--- config.mk ---
export PLATFORM = sky130hd
export DESIGN_NAME = tone_selector
export DESIGN_NICKNAME = d
export VERILOG_FILES = /design/src/rtl/piano_pkg.sv /design/src/rtl/key_debouncer.sv /design/src/rtl/tone_selector.sv
export SDC_FILE = /design/constraint.sdc
export NUM_CORES = 1
export LEC_CHECK = 0
export ABC_AREA = 1
export BUFFER_PORTS_ARGS = -buffer_cell sky130_fd_sc_hd__buf_2
export CAP_MARGIN = 20
export CORE_MARGIN = 10
export CORE_UTILIZATION = 70
export CTS_BUF_LIST = sky130_fd_sc_hd__clkbuf_2
export DETAILED_ROUTE_END_ITERATION = 7
export GPL_ROUTABILITY_DRIVEN = 0
export PLACE_DENSITY = 0.88
export SETUP_SLACK_MARGIN = 0.3
export SYNTH_ARGS = -nofsm -noshare
export SYNTH_HDL_FRONTEND = slang
export SYNTH_SLANG_ARGS = --single-unit
--- constraint.sdc ---
create_clock -name CLK -period 15.55 [get_ports CLK]
set_input_delay 3.11 -clock CLK [delete_from_list [all_inputs] [get_ports CLK]]
set_output_delay 3.11 -clock CLK [all_outputs]
set_load 0.02 [all_outputs]
--- src/rtl/piano_pkg.sv ---
// Shared piano definitions: note indices, note count, tone FSM states and
// a lowest-index priority helper.
package piano_pkg;

  localparam int N_NOTES = 8;

  localparam logic [2:0] NOTE_C4 = 3'd0;
  localparam logic [2:0] NOTE_D4 = 3'd1;
  localparam logic [2:0] NOTE_E4 = 3'd2;
  localparam logic [2:0] NOTE_F4 = 3'd3;
  localparam logic [2:0] NOTE_G4 = 3'd4;
  localparam logic [2:0] NOTE_A4 = 3'd5;
  localparam logic [2:0] NOTE_B4 = 3'd6;
  localparam logic [2:0] NOTE_C5 = 3'd7;

  typedef enum logic [1:0] {
    IDLE    = 2'd0,
    PLAY    = 2'd1,
    RELEASE = 2'd2
  } tone_state_e;

  // Lowest set bit wins; returns 0 for an empty vector.
  function automatic logic [2:0] lowest_set(input logic [N_NOTES-1:0] vec);
    logic [2:0] idx;
    idx = 3'd0;
    for (int i = N_NOTES - 1; i >= 0; i--) begin
      if (vec[i]) begin
        idx = 3'(i);
      end
    end
    return idx;
  endfunction

endpackage

--- src/rtl/key_debouncer.sv ---
// Single-key debouncer: the stable value follows the synchronized key only
// after it has differed for DEBOUNCE_CYCLES consecutive cycles.
module key_debouncer #(
  parameter int DEBOUNCE_CYCLES = 1_000_000
) (
  input  logic CLK,
  input  logic RESET,
  input  logic ksync,
  output logic stable
);

  localparam int CW = (DEBOUNCE_CYCLES > 1) ? $clog2(DEBOUNCE_CYCLES) : 1;
  localparam logic [CW-1:0] CNT_LAST = CW'(DEBOUNCE_CYCLES - 1);

  logic [CW-1:0] cnt_r;

  // Count consecutive differing cycles; accept the new level on the last one.
  always_ff @(posedge CLK or posedge RESET) begin
    if (RESET) begin
      cnt_r  <= '0;
      stable <= 1'b0;
    end else if (ksync == stable) begin
      cnt_r <= '0;
    end else if (cnt_r == CNT_LAST) begin
      stable <= ksync;
      cnt_r  <= '0;
    end else begin
      cnt_r <= cnt_r + CW'(1);
    end
  end

endmodule

--- src/rtl/tone_selector.sv ---
// Piano tone selector: synchronizes and debounces the keys, picks the lowest
// pressed note and gates its square wave onto SPEAKER with a release tail.
module tone_selector
  import piano_pkg::*;
#(
  parameter int DEBOUNCE_CYCLES = 1_000_000,
  parameter int RELEASE_CYCLES  = 25_000_000
) (
  input  logic                CLK,
  input  logic                RESET,
  input  logic [N_NOTES-1:0]  KEY,
  input  logic [N_NOTES-1:0]  NOTE_CLK,
  output logic                SPEAKER,
  output logic [2:0]          NOTE_IDX,
  output logic                PLAYING,
  output logic [N_NOTES-1:0]  LED
);

  localparam int RW = (RELEASE_CYCLES > 1) ? $clog2(RELEASE_CYCLES) : 1;
  localparam logic [RW-1:0] REL_LOAD = RW'(RELEASE_CYCLES - 1);

  logic [N_NOTES-1:0] key_meta_r;
  logic [N_NOTES-1:0] key_sync_r;
  logic [N_NOTES-1:0] stable_s;
  logic               req_valid_s;
  logic [2:0]         req_idx_s;

  tone_state_e state_r, state_n;
  logic [2:0]    cur_idx_r, cur_idx_n;
  logic [2:0]    pend_idx_r, pend_idx_n;
  logic [RW-1:0] rel_cnt_r, rel_cnt_n;

  // Two-flop synchronizer for the asynchronous key inputs.
  always_ff @(posedge CLK or posedge RESET) begin
    if (RESET) begin
      key_meta_r <= '0;
      key_sync_r <= '0;
    end else begin
      key_meta_r <= KEY;
      key_sync_r <= key_meta_r;
    end
  end

  for (genvar g = 0; g < N_NOTES; g++) begin : g_deb
    key_debouncer #(.DEBOUNCE_CYCLES(DEBOUNCE_CYCLES)) u_deb (
      .CLK   (CLK),
      .RESET (RESET),
      .ksync (key_sync_r[g]),
      .stable(stable_s[g])
    );
  end

  assign req_valid_s = |stable_s;
  assign req_idx_s   = lowest_set(stable_s);

  // Tone FSM next-state, note switching and release countdown.
  always_comb begin
    state_n    = state_r;
    cur_idx_n  = cur_idx_r;
    pend_idx_n = pend_idx_r;
    rel_cnt_n  = rel_cnt_r;

    // Switch notes only while both waves are low so no pulse is cut short.
    if ((state_r != IDLE) && (pend_idx_r != cur_idx_r) &&
        !NOTE_CLK[cur_idx_r] && !NOTE_CLK[pend_idx_r]) begin
      cur_idx_n = pend_idx_r;
    end else begin
      cur_idx_n = cur_idx_r;
    end

    case (state_r)
      IDLE: begin
        // pend_idx is aligned too, so a stale pending note cannot steal the start.
        if (req_valid_s && !NOTE_CLK[req_idx_s]) begin
          cur_idx_n  = req_idx_s;
          pend_idx_n = req_idx_s;
          state_n    = PLAY;
        end else begin
          state_n = IDLE;
        end
      end
      PLAY: begin
        if (req_valid_s) begin
          pend_idx_n = req_idx_s;
        end else begin
          rel_cnt_n = REL_LOAD;
          state_n   = RELEASE;
        end
      end
      RELEASE: begin
        if (req_valid_s) begin
          pend_idx_n = req_idx_s;
          state_n    = PLAY;
        end else if (rel_cnt_r != '0) begin
          rel_cnt_n = rel_cnt_r - RW'(1);
        end else if (!NOTE_CLK[cur_idx_r]) begin
          state_n = IDLE;
        end else begin
          state_n = RELEASE;
        end
      end
      default: begin
        state_n = IDLE;
      end
    endcase
  end

  // FSM state registers.
  always_ff @(posedge CLK or posedge RESET) begin
    if (RESET) begin
      state_r    <= IDLE;
      cur_idx_r  <= 3'd0;
      pend_idx_r <= 3'd0;
      rel_cnt_r  <= '0;
    end else begin
      state_r    <= state_n;
      cur_idx_r  <= cur_idx_n;
      pend_idx_r <= pend_idx_n;
      rel_cnt_r  <= rel_cnt_n;
    end
  end

  // Registered outputs; PLAYING and NOTE_IDX track the state being entered.
  always_ff @(posedge CLK or posedge RESET) begin
    if (RESET) begin
      SPEAKER  <= 1'b0;
      NOTE_IDX <= 3'd0;
      PLAYING  <= 1'b0;
      LED      <= '0;
    end else begin
      SPEAKER  <= (state_r != IDLE) & NOTE_CLK[cur_idx_r];
      NOTE_IDX <= cur_idx_n;
      PLAYING  <= (state_n != IDLE);
      LED      <= stable_s;
    end
  end

endmodule

### Word level (Yosys, flattened, before mapping)

Cells that the tools add are included.

* flip-flop bits (word level): 227
* logic and storage cells: 141

* magnitude comparators: 3
* equality and inequality tests: 24
* reduce and logical (&&, ||, !) cells: 25
* bitwise logic cells: 9
* multiplexer cells: 46
* $add $sub $neg: 9

Operator list (count)
* $mux W20: 16
* $add A20 B1 Y20 const B: 8
* $eq A20 B20 Y1 const B: 8
* $mux W25: 3
* $pmux W25 S2: 1
* $mux W3: 13
* $reduce_bool A25 Y1: 1
* $sub A25 B1 Y25 const B: 1
* $reduce_and A2 Y1: 8
* $lt A3 B4 Y1 const B: 3
* $bmux W1 S3: 3
* $eq A1 B1 Y1: 8
* $mux W2: 4
* $ne A2 B2 Y1 const B: 4
* $not A1 Y1: 8
* $reduce_bool A2 Y1: 4
* $reduce_or A8 Y1: 1
* $pmux W2 S3: 1
* $pmux W3 S2: 1
* $logic_and A1 B1 Y1: 4
* $mux W1: 4
* $reduce_and A4 Y1: 1
* $logic_not A1 Y1: 3
* $ne A3 B3 Y1: 1
* 7 further kinds: 7

### Longest topological paths before layout

Gate-level depths: netlist of the first run.

* word-level depth: 15
* depth in mapped cells: 16

### Hierarchy

Synthesis of the first run repeated with hierarchy kept, for this count alone.

* cell total of the unflattened synthesis: 1645
* area total of the unflattened synthesis: 13356.6 µm²

By module, submodules not included
* key_debouncer: cells each 160, area an instance 1288.7 µm², sequential area each 525.5 µm², instances 8
* tone_selector: cells each 365, area an instance 3046.7 µm², sequential area each 1476.4 µm², instances 1

### Worst setup path after synthesis of the first run

OpenSTA, ideal clock, no wires.

* kind: input to register
* start point: input NOTE_CLK[5]
* end point: register NOTE_IDX[0]
* stages on the path: 11
* arrival time: 4.014 ns
* required time: 15.421 ns
* slack: 11.407 ns
* cells stage by stage: inv_1 > a21oi_1 > o21ai_0 > nand2_1 > inv_1 > o21ai_0 > inv_1 > nand3b_1 > o21ai_0 > nand2_1 > o21ai_0

* cells in the longest elaborated chain, start to end: 8

RTL lines
* start, declared: line tone_selector.sv:12 `input logic [N_NOTES-1:0] NOTE_CLK,`
* $bmux W1 S3: line tone_selector.sv:65 `!NOTE_CLK[cur_idx_r] && !NOTE_CLK[pend_idx_r]) begin`
* $mux W1 (implied by the code): line tone_selector.sv:65
* $logic_not A1 Y1
* $logic_and A1 B1 Y1: line tone_selector.sv:64 `if ((state_r != IDLE) && (pend_idx_r != cur_idx_r) &&`
* $logic_and A1 B1 Y1: line tone_selector.sv:65
* $mux W3: line tone_selector.sv:64
* $mux W3: line tone_selector.sv:74 `if (req_valid_s && !NOTE_CLK[req_idx_s]) begin`
* $mux W3 (*): line tone_selector.sv:71 `case (state_r)`
* net cur_idx_n[0]: line tone_selector.sv:29 `logic [2:0] cur_idx_r, cur_idx_n;`
* end signal, assigned: line tone_selector.sv:132 `NOTE_IDX <= cur_idx_n;`
* end, declared: line tone_selector.sv:14 `output logic [2:0] NOTE_IDX,`

Mark *: on every way through the listed nets, which the timed path passes. The rest lies on a longest branch. The select of a mux whose other input is x is not followed.
A chain may end at the register's enable or synchronous reset.

### Worst setup path in the final report of the first run

* start point: register NOTE_IDX[0]
* end point: output NOTE_IDX[0]

No word-level cell between the ends.

==> Implementation_results.wiki, run 1 <==
{| class="wikitable"
! Metric !! Value
|-
| Fraction of layout instances using a drive strength above 1 || between 10 and 15%
|-
| Number of global-route vias before repair || between 9,000 and 10,000
|-
| Num CTS Buffers || between 50 and 60
|-
| Share of async-settable or async-resettable flops after synthesis || 100%
|-
| Number of flip-flops and latches in the synthesized netlist || approximately 230
|-
| Average cell area after synthesis || 8.35 um2
|-
| Gates resized, CTS repair || 0
|-
| Antenna Nets Post-Route || 0
|-
| Finished Cell Area || between 10,000 and 15,000 um2
|-
| Top Family by Delay on Critical Path || flip-flops
|-
| IO buf count || 30
|-
| Highest cell delay on the worst timing path || 0.50 ns
|-
| Detailed-route DRC error count || 0
|-
| Final TNS setup || 0 ns
|-
| Slew at the pin with the worst max-slew slack || between 0.7 and 0.8 ns
|-
| Number of max-capacitance violations reported || 0
|-
| Number of endpoints failing setup at the final stage || 0
|-
| First-pass GRT wire length || about 39,000 um
|-
| Initial antenna violation count || 1
|-
| Startpoint of the worst-slack reg-to-reg timing path || g_deb[1].u_deb.cnt_r[0]$_DFF_PP0_
|-
| Element type at the critical path end || primary output
|-
| Number of iterations in the first detailed-routing pass || 5
|-
| Final Hold Viols || 0
|-
| Number of buffers inserted for hold repair after clock tree synthesis || 0
|-
| Worst setup slack before clock tree synthesis || between 10 and 15 ns
|-
| Initial standard-cell utilization of the core || between 70% and 80%
|-
| Worst supply voltage drop on vdd || ~71 uV
|-
| Setup fix buffers added after clock tree synthesis || 0
|-
| Period utilisation layout || 29.9%
|-
| Die footprint || approximately 22,000 um2
|-
| Cell Area, Placed || around 12,000 um2
|-
| Signed area change from the synthesized netlist to the final layout || 8.21%
|-
| Worst relative slew slack || 46.9%
|-
| Fmax || about 220 MHz
|-
| Die Ht || about 150 um
|-
| Filler Cell Count || between 1,000 and 1,500
|-
| Kind of start point of the critical path || flop
|-
| Layout Utilization || approximately three quarters
|-
| YS warnings || 0
|-
| Critical Setup Path Class || reg -> out
|-
| Sinks on Clock Net || 227
|-
| Die extent in x || between 100 and 150 um
|-
| Crit path from || NOTE_IDX[0]$_DFF_PP0_
|-
| Clock-pin slew reported for the worst setup and hold paths after clock tree synthesis || roughly 0.1 ns
|-
| TritonCTS clock tree || built
|-
| Number of enable flip-flop cells after synthesis || 0
|-
| Hold wc startpoint || key_meta_r[0]$_DFF_PP0_
|-
| Max-slew violation count || 0
|-
| Area of the core || around 16,000 um2
|-
| Synthesized instance count || 1,344
|-
| Later-pin clock latency in the skew report || roughly 0.84 ns
|-
| Main flop type after synthesis || sky130_fd_sc_hd__dfrtp_1
|-
| Run status || finished clean
|-
| Top-level port count || 31
|-
| DR WL/cell || ~14 um
|-
| Data arrival time of the critical path || 1.54 ns
|-
| Power density relative to cell area || approximately 84 nW/um2
|-
| Count of distinct cell types in the synthesized netlist || between 40 and 50
|-
| Gr ovfl total || 0
|-
| Worst-case setup margin in the final layout || around 11 ns
|-
| Fraction of the yosys area taken by sequential cells || 50.6%
|-
| Buffer cell driving the clock tree root || sky130_fd_sc_hd__clkbuf_2
|-
| Time the final worst path needs with I/O delays and setup || 4.65 ns
|-
| Routed via count || slightly above 9,000
|-
| Routed via count divided by cell count || ~5.5
|-
| Layout net count || 1,459
|-
| Worst path slowest cell || sky130_fd_sc_hd__dfrtp_1
|-
| Setup repair after global routing missed its margin || no
|-
| Drt total wl || between 20,000 and 25,000 um
|-
| H-tree Lvls || 2
|-
| Longest Clk Path Bufs || 3
|-
| Worst clock skew || 0.0529 ns
|-
| Hold crit path type || reg -> reg
|-
| CP Data Required Time || approximately 12 ns
|-
| CP Cell Sequence || buf_2
|-
| All-Layer GR Usage || between 20% and 30%
|-
| Lkg Pwr || between 5 and 6 nW
|-
| Worst slack on hold paths || roughly 0.36 ns
|-
| Number of buffers and inverters on the critical path || 1
|-
| Crit Path Max Fanout || 8
|-
| Maximum number of pins on one net before global-route repair || between 150 and 200
|-
| Half-perimeter wire length of the detailed placement result || about 16,000 um
|-
| Cell row count || between 40 and 50
|-
| Mapped Area || 11,200 um2
|-
| Synthesized netlist net count || between 1,000 and 1,500
|-
| Drt first-iter violations || roughly 540
|}
through the flow:
stage | std cells | power, mW
floorplan | 1344 | 0.640
detailed placement | 1586 | 0.652
global placement | 1586 | 0.650
global route | 1683 | 1.08
finish | 1683 | 1.02
CTS | 1681 | 1.03
area by class of cell:
cell class,count,area (um2),area share [%]
Antenna cell,1,2.50,0.0206
Clock buffer,77,385,3.17
Timing Repair Buffer,32,185,1.52
Tap cell,216,270,2.22
Inverter,201,764,6.29
Clock inverter,18,97.6,0.803
Multi-Input combinational cell,911,4760,39.2
Sequential cell,227,5680,46.8
routing by layer:
metal | track usage (%) | wire length [um]
met3 | 4.33 | 1250
met2 | 35.1 | 11000
met1 | 26.3 | 10200
met4 | 8.96 | 530
met5 | 0 | 0
cell usage after synthesis (2+ instances only):
| library cell | n | share of area (%) |
|---|---|---|
| sky130_fd_sc_hd__dfrtp_1 | 227 | 51 |
| sky130_fd_sc_hd__nand4_1 | 35 | 2.0 |
| sky130_fd_sc_hd__o31ai_1 | 3 | 0.20 |
| sky130_fd_sc_hd__nand3_1 | 73 | 3.3 |
| sky130_fd_sc_hd__o21ai_1 | 4 | 0.18 |
| sky130_fd_sc_hd__and3_1 | 7 | 0.39 |
| sky130_fd_sc_hd__nand3b_1 | 5 | 0.33 |
| sky130_fd_sc_hd__clkbuf_1 | 4 | 0.13 |
| sky130_fd_sc_hd__a31oi_1 | 9 | 0.50 |
| sky130_fd_sc_hd__a21oi_1 | 79 | 3.5 |
| sky130_fd_sc_hd__nor4_2 | 2 | 0.22 |
| sky130_fd_sc_hd__a41oi_1 | 3 | 0.23 |
| sky130_fd_sc_hd__xnor2_1 | 20 | 1.6 |
| sky130_fd_sc_hd__inv_1 | 196 | 6.6 |
| sky130_fd_sc_hd__mux2_2 | 7 | 0.70 |
| sky130_fd_sc_hd__nor2_1 | 203 | 6.8 |
| sky130_fd_sc_hd__nand2_1 | 202 | 6.8 |
| sky130_fd_sc_hd__nor3b_1 | 11 | 0.74 |
| sky130_fd_sc_hd__o21a_1 | 11 | 0.74 |
| sky130_fd_sc_hd__nand3_2 | 2 | 0.18 |
| sky130_fd_sc_hd__nor3_1 | 75 | 3.3 |
| sky130_fd_sc_hd__a211oi_1 | 2 | 0.13 |
| sky130_fd_sc_hd__xor2_1 | 49 | 3.8 |
| sky130_fd_sc_hd__inv_2 | 3 | 0.10 |
| sky130_fd_sc_hd__nor4_1 | 17 | 0.95 |
| sky130_fd_sc_hd__o21ai_0 | 58 | 2.6 |
| sky130_fd_sc_hd__nor3_2 | 5 | 0.45 |
| sky130_fd_sc_hd__nand2_2 | 3 | 0.17 |
| sky130_fd_sc_hd__nor2_4 | 2 | 0.20 |
| sky130_fd_sc_hd__ha_1 | 14 | 1.6 |
worst reg2reg max path: stages, from the launching register on:
cell and delay [ns]:
sky130_fd_sc_hd__dfrtp_1 0.39, sky130_fd_sc_hd__ha_1 0.19, sky130_fd_sc_hd__nand2_1 0.07, sky130_fd_sc_hd__nor2_1 0.15
sky130_fd_sc_hd__nand2_1 0.14, sky130_fd_sc_hd__nor3_1 0.33, sky130_fd_sc_hd__nand3_1 0.22, sky130_fd_sc_hd__nor2_1 0.13
sky130_fd_sc_hd__nand2_1 0.11, sky130_fd_sc_hd__nor2_1 0.18, sky130_fd_sc_hd__a21oi_1 0.11, sky130_fd_sc_hd__o21a_1 0.14
cells by family (layout without fill, tap and decap cells):
family	Yosys count	count (layout)	synth area share, %
buffers and inverters	206	328	6.98
xor gates and xnor gates	69	69	5.38
and+or+nand+nor	648	648	26.2
adders and majority gates	14	14	1.56
muxes	7	7	0.702
AOI/OAI and AO/OA	173	173	8.54
other	0	1	0
DFF	227	227	50.6
path summary, 6_finish.rpt:
path                       cells after the start  slack (ns)                                 end
max                                            1       10.90                         NOTE_IDX[0]
min                                            0        0.36             key_sync_r[0]$_DFF_PP0_
max reg2reg                                   11       13.29  g_deb[1].u_deb.cnt_r[16]$_DFF_PP0_
min reg2reg                                    0        0.36             key_sync_r[0]$_DFF_PP0_
max in group asynchronous                      4       11.61   g_deb[2].u_deb.cnt_r[8]$_DFF_PP0_
min in group asynchronous                      2        2.29  g_deb[7].u_deb.cnt_r[10]$_DFF_PP0_
layout by cell type (no fill, tap or decap), drive strengths merged, types with 16 or more instances in the layout:
master    n
buf      32
clkbuf   77
nor4     19
nor3     81
inv     202
dfrtp   227
nor2    206
nand2   205
a21oi    80
xor2     49
o21ai    63
clkinv   16
nand4    35
xnor2    20
nand3    76
flip-flops by register name, summed over array words and instances, names as in the netlist:
register            count
LED                     8
NOTE_IDX                3
PLAYING                 1
SPEAKER                 1
g_deb.u_deb.cnt_r     160
g_deb.u_deb.stable      8
key_meta_r              8
key_sync_r              8
pend_idx_r              3
rel_cnt_r              25
state_r                 2
where the power goes:
group,switching [mW],internal [mW]
registers,0.00508,0.597
clock network,0.233,0.150
logic,0.0281,0.0104
Note: power is estimated with default switching activity, not from simulation.
==> inputs of run 2 (changes only) <==
--- a/config.mk
+++ b/config.mk
@@ -5,15 +5,15 @@
 export SDC_FILE = /design/constraint.sdc
 export NUM_CORES = 1
 export LEC_CHECK = 0
-export ABC_AREA = 1
+export ABC_AREA = 0
 export BUFFER_PORTS_ARGS = -buffer_cell sky130_fd_sc_hd__buf_2
 export CAP_MARGIN = 20
 export CORE_MARGIN = 10
-export CORE_UTILIZATION = 70
+export CORE_UTILIZATION = 65
 export CTS_BUF_LIST = sky130_fd_sc_hd__clkbuf_2
 export DETAILED_ROUTE_END_ITERATION = 7
 export GPL_ROUTABILITY_DRIVEN = 0
-export PLACE_DENSITY = 0.88
+export PLACE_DENSITY = 0.83
 export SETUP_SLACK_MARGIN = 0.3
 export SYNTH_ARGS = -nofsm -noshare
 export SYNTH_HDL_FRONTEND = slang
==> constraint.sdc (replaced) <==
create_clock -name CLK -period 4.44 [get_ports CLK]
set_input_delay 0.888 -clock CLK [delete_from_list [all_inputs] [get_ports CLK]]
set_output_delay 0.888 -clock CLK [all_outputs]
set_load 0.02 [all_outputs]
==> run 2 against run 1 <==
Compared with the run above:
- power rose to 3.6 times the previous value
- setup slack worse by 9.2 ns
- cell area down 3.0%
- cell count down 16%
- first-iteration DRC count down 29%
- sequential cell count unchanged
- combinational power rose to 4.5 times the previous value
- core utilization down 5.5 points
- sequential power rose to 3.5 times the previous value
==> Implementation_results.wiki, run 2 <==
{| class="wikitable"
! Metric !! Value
|-
| Maximum number of pins on one net before global-route repair || 108
|-
| Drt total wl || around 20,000 um
|-
| Worst relative slew slack || ~40%
|-
| CP Data Required Time || ~5.1 ns
|-
| Fraction of the yosys area taken by sequential cells || ~52%
|-
| Fraction of the mapped netlist area in compound gates || under 10%
|-
| YS warnings || 0
|-
| Hold crit path type || in -> reg
|-
| Final Hold Viols || 0
|-
| Top Family by Delay on Critical Path || simple AND/OR/NAND/NOR gates
|-
| Element type at the critical path end || flop
|-
| Synthesized netlist net count || around 1,100
|-
| Parity-gate share of the synthesized area counting xor and xnor cells || about 14%
|-
| Crit Path Max Fanout || 11
|-
| Buffer cell driving the clock tree root || sky130_fd_sc_hd__clkbuf_2
|-
| Initial antenna violation count || 7
|-
| Area share of and/or/nand/nor cells after synthesis || 23.6%
|-
| Gr ovfl total || 0
|-
| Top-level port count || 31
|-
| Most common cell after layout, fill and taps aside || sky130_fd_sc_hd__nor2_1
|-
| Initial standard-cell utilization of the core || between 60% and 70%
|-
| Gates resized, CTS repair || 0
|-
| Drt first-iter violations || between 300 and 400
|-
| Highest cell delay on the worst timing path || roughly 0.6 ns
|-
| Number of iterations in the first detailed-routing pass || 5
|-
| Share of async-settable or async-resettable flops after synthesis || 100%
|-
| Setup repair after global routing missed its margin || no
|-
| Sinks on Clock Net || between 200 and 250
|-
| Max layer used || met4
|-
| Number of buffers and inverters on the critical path || 0
|-
| Cell types with the highest counts after synthesis || sky130_fd_sc_hd__nor2_1, sky130_fd_sc_hd__dfrtp_1, sky130_fd_sc_hd__xor2_1, sky130_fd_sc_hd__nand2_1, sky130_fd_sc_hd__xnor2_1
|-
| Largest family of logic cells by synthesized area || simple AND/OR/NAND/NOR gates
|-
| Worst slack on hold paths || roughly 0.17 ns
|-
| Fraction of layout instances using a drive strength above 1 || 13.4%
|-
| Max-slew violation count || 0
|-
| Die extent in x || approximately 150 um
|-
| Average cell area after synthesis || roughly 10 um2
|-
| Lkg Pwr || between 5 and 6 nW
|-
| Setup fix buffers added after clock tree synthesis || 0
|-
| Most used standard cell by instance count after synthesis || sky130_fd_sc_hd__nor2_1
|-
| Worst clock skew || ~0.056 ns
|-
| Worst supply voltage drop on vdd || around 230 uV
|-
| Number of max-capacitance violations reported || 0
|-
| Worst path slowest cell || sky130_fd_sc_hd__or4_4
|-
| Top library cells by usage in the layout, fill and taps aside || sky130_fd_sc_hd__nor2_1, sky130_fd_sc_hd__dfrtp_1, sky130_fd_sc_hd__xor2_1
|-
| Number of enable flip-flop cells after synthesis || 0
|-
| Area share of the largest cell type after synthesis || 52.1%
|-
| Later-pin clock latency in the skew report || 0.83 ns
|-
| Registers with the most flip-flops || g_deb.u_deb.cnt_r x160, rel_cnt_r x25
|-
| Mapped Area || about 11,000 um2
|-
| IO buf count || 30
|-
| Slew at the pin with the worst max-slew slack || a little under 0.9 ns
|-
| Data arrival time of the critical path || 3.46 ns
|-
| Number of flip-flops under the largest register name || 160
|-
| Number of global-route vias before repair || approximately 7,700
|-
| Post-Route M1 WL || slightly above 9000 um
|-
| Synth top area cells || sky130_fd_sc_hd__dfrtp_1, sky130_fd_sc_hd__nor2_1, sky130_fd_sc_hd__xor2_1, sky130_fd_sc_hd__xnor2_1, sky130_fd_sc_hd__nand3_1
|-
| Routed via count divided by cell count || roughly 5.6
|-
| TritonCTS clock tree || built
|-
| Power density relative to cell area || approximately 310 nW/um2
|-
| Kind of start point of the critical path || flop
|-
| Area of the core || between 15,000 and 20,000 um2
|-
| Final TNS setup || 0 ns
|-
| Number of flip-flops and latches in the synthesized netlist || roughly 230
|-
| Number of buffers inserted for hold repair after clock tree synthesis || 0
|-
| Num CTS Buffers || 56
|-
| Cell row count || 47
|-
| Proportion of synthesized area in mux cells || 2.51%
|-
| Metal3 WL || 1090 um
|-
| Signed area change from the synthesized netlist to the final layout || 8.04%
|-
| Fmax || ~360 MHz
|-
| Half-perimeter wire length of the detailed placement result || 13,700 um
|-
| H-tree Lvls || 2
|-
| Number of endpoints failing setup at the final stage || 0
|-
| Clock-pin slew reported for the worst setup and hold paths after clock tree synthesis || around 0.1 ns
|-
| Routed via count || 7,898
|-
| Die footprint || 22,400 um2
|-
| Finished Cell Area || ~12,000 um2
|-
| Worst reg-to-reg setup slack || 1.68 ns
|-
| Antenna Nets Post-Route || 0
|-
| Synthesized instance count || between 1,000 and 1,500
|-
| CP Cell Sequence || or4_4 > or4_4 > o31ai_4 > a21oi_2 > a21o_1 > a21o_1
|-
| Detailed-route DRC error count || 0
|-
| Total power of the final layout || between 3 and 4 mW
|-
| Register with the most flip-flops || g_deb.u_deb.cnt_r
|-
| Met2 Wirelength || 9640 um
|-
| Count of distinct cell types in the synthesized netlist || 56
|-
| Main flop type after synthesis || sky130_fd_sc_hd__dfrtp_1
|-
| First-pass GRT wire length || around 35,000 um
|-
| Period utilisation layout || 62.1%
|-
| Cell Area, Placed || around 11,000 um2
|-
| Run status || finished clean
|-
| Share of synthesized cell area in full adder, half adder and majority cells || approximately 1.6%
|-
| Critical Setup Path Class || reg -> reg
|-
| Area leader, netlist || sky130_fd_sc_hd__dfrtp_1
|-
| Time the final worst path needs with I/O delays and setup || around 2.8 ns
|-
| DR WL/cell || approximately 14 um
|-
| All-Layer GR Usage || a little under a fifth
|-
| Longest Clk Path Bufs || 3
|-
| Die Ht || about 150 um
|-
| Filler Cell Count || 1,259
|-
| Layout net count || ~1,200
|}
==> run 2: cell types whose count changed after synthesis, sizes merged, moves of 48 or more <==
cell   before  now
xnor2      20   79
nor3       81   21
inv       200   25
o21ai      63   15
nand2     205   79
a21oi      80   12
==> run 2: final cells by class <==
cell class              count  area (um2)  area share, %
clock inverters            16        92.6          0.786
flip-flops and latches    227        5680           48.2
repair buffers             34         193           1.64
multi-input cells         808        5020           42.7
inverters                  25        97.6          0.828
well taps                 220         275           2.34
clock buffers              80         400           3.40
diodes                      7        17.5          0.149
==> run 2: metal layers <==
metal | vias up | global-route usage (%)
li1 | 3886 | -
met1 | 3807 | 23.8
met2 | 168 | 29.6
met3 | 37 | 4.74
met4 | 0 | 7.56
met5 | - | 0
==> run 2: report_power, final <==
part | total, mW | internal (mW) | switching, mW | leakage [nW]
combinational | 0.173 | 0.0621 | 0.111 | 1.75
clock | 1.34 | 0.539 | 0.802 | 0.376
sequential | 2.13 | 2.10 | 0.0324 | 3.01
total | 3.65 | 2.70 | 0.945 | 5.14
==> run 2: through the flow <==
step           util (%)  setup slack (ns)  instances
3_5_place_dp       68.2              1.71       1314
2_1_floorplan         -             0.586       1086
3_3_place_gp       68.2              1.72       1314
4_1_cts            71.2              1.69       1410
6_report           71.3              1.68       1417
5_1_grt            71.3              1.52       1415
==> run 2: logic make-up after synthesis <==
logic type | after synthesis
AOI/OAI and AO/OA | 64
xor gates and xnor gates | 174
adders and majority gates | 14
buffers and inverters | 51
DFF | 227
muxes | 21
and+or+nand+nor | 535
==> run 2: final timing paths <==
| path | start | cells after the start | endpoint |
|---|---|---|---|
| setup / recovery | rel_cnt_r[16]$_DFFE_PP0P_ | 6 | rel_cnt_r[21]$_DFFE_PP0P_ |
| hold / removal | KEY[7] | 1 | key_meta_r[7]$_DFF_PP0_ |
| setup reg to reg | rel_cnt_r[16]$_DFFE_PP0P_ | 6 | rel_cnt_r[21]$_DFFE_PP0P_ |
| hold reg to reg | key_meta_r[0]$_DFF_PP0_ | 0 | key_sync_r[0]$_DFF_PP0_ |
| max in group asynchronous | RESET | 3 | g_deb[5].u_deb.cnt_r[18]$_DFF_PP0_ |
| min in group asynchronous | RESET | 3 | g_deb[7].u_deb.cnt_r[10]$_DFF_PP0_ |
==> inputs of run 3 (changes only) <==
--- a/config.mk
+++ b/config.mk
@@ -9,11 +9,11 @@
 export BUFFER_PORTS_ARGS = -buffer_cell sky130_fd_sc_hd__buf_2
 export CAP_MARGIN = 20
 export CORE_MARGIN = 10
-export CORE_UTILIZATION = 65
+export CORE_UTILIZATION = 58
 export CTS_BUF_LIST = sky130_fd_sc_hd__clkbuf_2
 export DETAILED_ROUTE_END_ITERATION = 7
 export GPL_ROUTABILITY_DRIVEN = 0
-export PLACE_DENSITY = 0.83
+export PLACE_DENSITY = 0.78
 export SETUP_SLACK_MARGIN = 0.3
 export SYNTH_ARGS = -nofsm -noshare
 export SYNTH_HDL_FRONTEND = slang
==> constraint.sdc (replaced) <==
create_clock -name CLK -period 2.4 [get_ports CLK]
set_input_delay 0.48 -clock CLK [delete_from_list [all_inputs] [get_ports CLK]]
set_output_delay 0.48 -clock CLK [all_outputs]
set_load 0.02 [all_outputs]
==> run 3 against run 2 <==
Compared with the run above:
- register-to-register slack worse by 1.7 ns
- hold slack gained 0.090 ns
- critical path depth increased by 1
- cell area up 7.0%
- sequential share of layout area is 3.1 points lower
- cell count grew 5.2%
- non-clock buffer count rose by 56
- wire length is 7.5% higher
- critical path type unchanged
- critical endpoint unchanged
- sequential power is 85% higher
==> Implementation_results.wiki, run 3 (synthesized netlist as in run 2, its figures left out) <==
{| class="wikitable"
! Metric !! Value
|-
| Element type at the critical path end || flop
|-
| Maximum number of pins on one net before global-route repair || around 150
|-
| Filler Cell Count || approximately 1,400
|-
| Number of global-route vias before repair || 8,157
|-
| Critical Setup Path Class || reg -> reg
|-
| Sinks on Clock Net || ~230
|-
| DR WL/cell || 14.7 um
|-
| Die footprint || roughly 25,000 um2
|-
| Gr ovfl total || 0
|-
| Num CTS Buffers || 57
|-
| Final TNS setup || 0 ns
|-
| Total power of the final layout || slightly below 7 mW
|-
| Cell row count || 50
|-
| Worst slack on hold paths || ~0.26 ns
|-
| Time the final worst path needs with I/O delays and setup || 2.39 ns
|-
| Drt first-iter violations || around 540
|-
| Share of total power in sequential cells || 57.8%
|-
| Routed via count divided by cell count || approximately 5.4
|-
| Detailed-route DRC error count || 0
|-
| Later-pin clock latency in the skew report || approximately 0.87 ns
|-
| Run status || finished clean
|-
| Number of max-capacitance violations reported || 0
|-
| Initial standard-cell utilization of the core || between 50% and 60%
|-
| Highest cell delay on the worst timing path || 0.55 ns
|-
| Drt total wl || approximately 22,000 um
|-
| Half-perimeter wire length of the detailed placement result || around 14,000 um
|-
| Worst relative slew slack || a little under half
|-
| Routed via count || 8,063
|-
| Die extent in x || roughly 160 um
|-
| Number of iterations in the first detailed-routing pass || 4
|-
| Number of endpoints failing setup at the final stage || 0
|-
| CP Cell Sequence || or4_4 > or4_4 > o31ai_4 > buf_12 > a21oi_4 > a21o_1 > a21o_1
|-
| TritonCTS clock tree || built
|-
| Top Family by Delay on Critical Path || simple AND/OR/NAND/NOR gates
|-
| Fraction of layout instances using a drive strength above 1 || a little under a fifth
|-
| Layout net count || roughly 1,200
|-
| Setup repair after global routing missed its margin || yes
|-
| Combinational group share of total power || around 5.4%
|-
| Period utilisation layout || between 90 and 100%
|-
| Worst path slowest cell || sky130_fd_sc_hd__or4_4
|-
| Antenna Nets Post-Route || 0
|-
| IO buf count || 30
|-
| Buffer cell driving the clock tree root || sky130_fd_sc_hd__clkbuf_2
|-
| Worst supply voltage drop on vdd || around 380 uV
|-
| CP Data Required Time || between 3 and 4 ns
|-
| Top library cells by usage in the layout, fill and taps aside || sky130_fd_sc_hd__nor2_1, sky130_fd_sc_hd__dfrtp_1, sky130_fd_sc_hd__xor2_1
|-
| Fmax || roughly 420 MHz
|-
| Registers with the most flip-flops || g_deb.u_deb.cnt_r x160, rel_cnt_r x25
|-
| Number of flip-flops under the largest register name || between 150 and 200
|-
| Initial antenna violation count || 1
|-
| Longest Clk Path Bufs || 3
|-
| All-Layer GR Usage || 18.4%
|-
| Switching fraction of total power || ~27%
|-
| Most common cell after layout, fill and taps aside || sky130_fd_sc_hd__nor2_1
|-
| Area of the core || 18,600 um2
|-
| Data arrival time of the critical path || around 3.1 ns
|-
| Lkg Pwr || roughly 5.5 nW
|-
| Number of buffers and inverters on the critical path || 1
|-
| Slew at the pin with the worst max-slew slack || roughly 0.81 ns
|-
| Crit Path Max Fanout || 6
|-
| Kind of start point of the critical path || flop
|-
| H-tree Lvls || 2
|-
| Psw || 1.86 mW
|-
| Hold crit path type || in -> reg
|-
| Clock network power share || 36.8%
|-
| Top-level port count || 31
|-
| Register with the most flip-flops || g_deb.u_deb.cnt_r
|-
| Max-slew violation count || 0
|-
| Worst clock skew || slightly above 0.06 ns
|-
| Final Hold Viols || 0
|-
| Signed area change from the synthesized netlist to the final layout || 15.6%
|-
| First-pass GRT wire length || 38,100 um
|-
| Die Ht || roughly 160 um
|-
| Cell-internal power || 4.97 mW
|-
| Clock-pin slew reported for the worst setup and hold paths after clock tree synthesis || 0.10 ns
|-
| Power density relative to cell area || between 500 and 600 nW/um2
|}
-- run 3: cell types whose count changed in the layout (fill, tap and decap cells not counted), sizes merged --
cell / change
clkbuf: -10
diode: -5
clkinv: +17
inv: -1
buf: +47
or2: +2
dlygate4sd3: +9
-- run 3: layer usage --
layer	wire length, um	GRT usage [%]	up-vias
li1	-	-	3981
met1	10000	24.2	3894
met2	10300	29.3	148
met3	1040	4.18	40
met4	425	6.59	0
met5	0	0	-
-- run 3: final timing paths --
kind / end / start / depth (start not counted) / slack, ns
worst max-delay path: rel_cnt_r[21]$_DFFE_PP0P_ / rel_cnt_r[16]$_DFFE_PP0P_ / 7 / 0.007
worst min-delay path: key_meta_r[4]$_DFF_PP0_ / KEY[4] / 2 / 0.26
worst max register to register: rel_cnt_r[21]$_DFFE_PP0P_ / rel_cnt_r[16]$_DFFE_PP0P_ / 7 / 0.007
worst min register to register: key_sync_r[1]$_DFF_PP0_ / key_meta_r[1]$_DFF_PP0_ / 0 / 0.35
max in group asynchronous: g_deb[3].u_deb.stable$_DFFE_PP0P_ / RESET / 4 / 1.29
min in group asynchronous: g_deb[7].u_deb.cnt_r[19]$_DFF_PP0_ / RESET / 4 / 0.31
-- run 3: final cells by class --
cell class              count  area [um2]  share of cell area (%)
diodes                      2        5.00                  0.0397
clock buffers              70         350                    2.78
clock inverters            32         159                    1.26
inverters                  25        97.6                   0.774
multi-input cells         810        5330                    42.2
flip-flops and latches    227        5690                    45.1
well taps                 234         293                    2.32
repair buffers             90         693                    5.50
-- run 3: per-stage QoR --
stage | std cells | area, um2 | setup slack, ns | utilization (%)
after detailed placement | 1360 | 11700 | -0.00408 | 63.2
after global routing | 1490 | 12600 | -0.0561 | 67.9
after CTS | 1476 | 12400 | -0.0169 | 66.9
after floorplan | 1086 | 11100 | -1.05 | -
final | 1490 | 12600 | 0.00698 | 67.9
after global placement | 1360 | 11700 | 0.00821 | 63.2
-- run 3: power groups by stage --
stage	clock network [mW]	registers [mW]	logic [mW]
global placement	0	4.01	0.344
floorplan	0	4.02	0.223
global route	2.84	3.96	0.419
finish	2.52	3.94	0.369
CTS	2.63	3.94	0.367
detailed placement	0	4.02	0.352
-- run 3: repair_timing --
action	in CTS	in global routing
cloned	0	2
hold buffers	9	0
resized for setup	13	19
endpoints found under the setup margin	54	132
pin swaps	19	18
setup buffers	5	10
hold endpoints to repair	235	0
-- run 3: worst register-to-register path, delay by kind of cell, from the launching register on --
| kind | cells | cell delay [ns] |
|---|---|---|
| AND/OR/NAND/NOR | 2 | 1.09 |
| AO/OA/AOI/OAI | 4 | 0.62 |
| flip-flops | 1 | 0.39 |
| buffers and inverters | 1 | 0.17 |
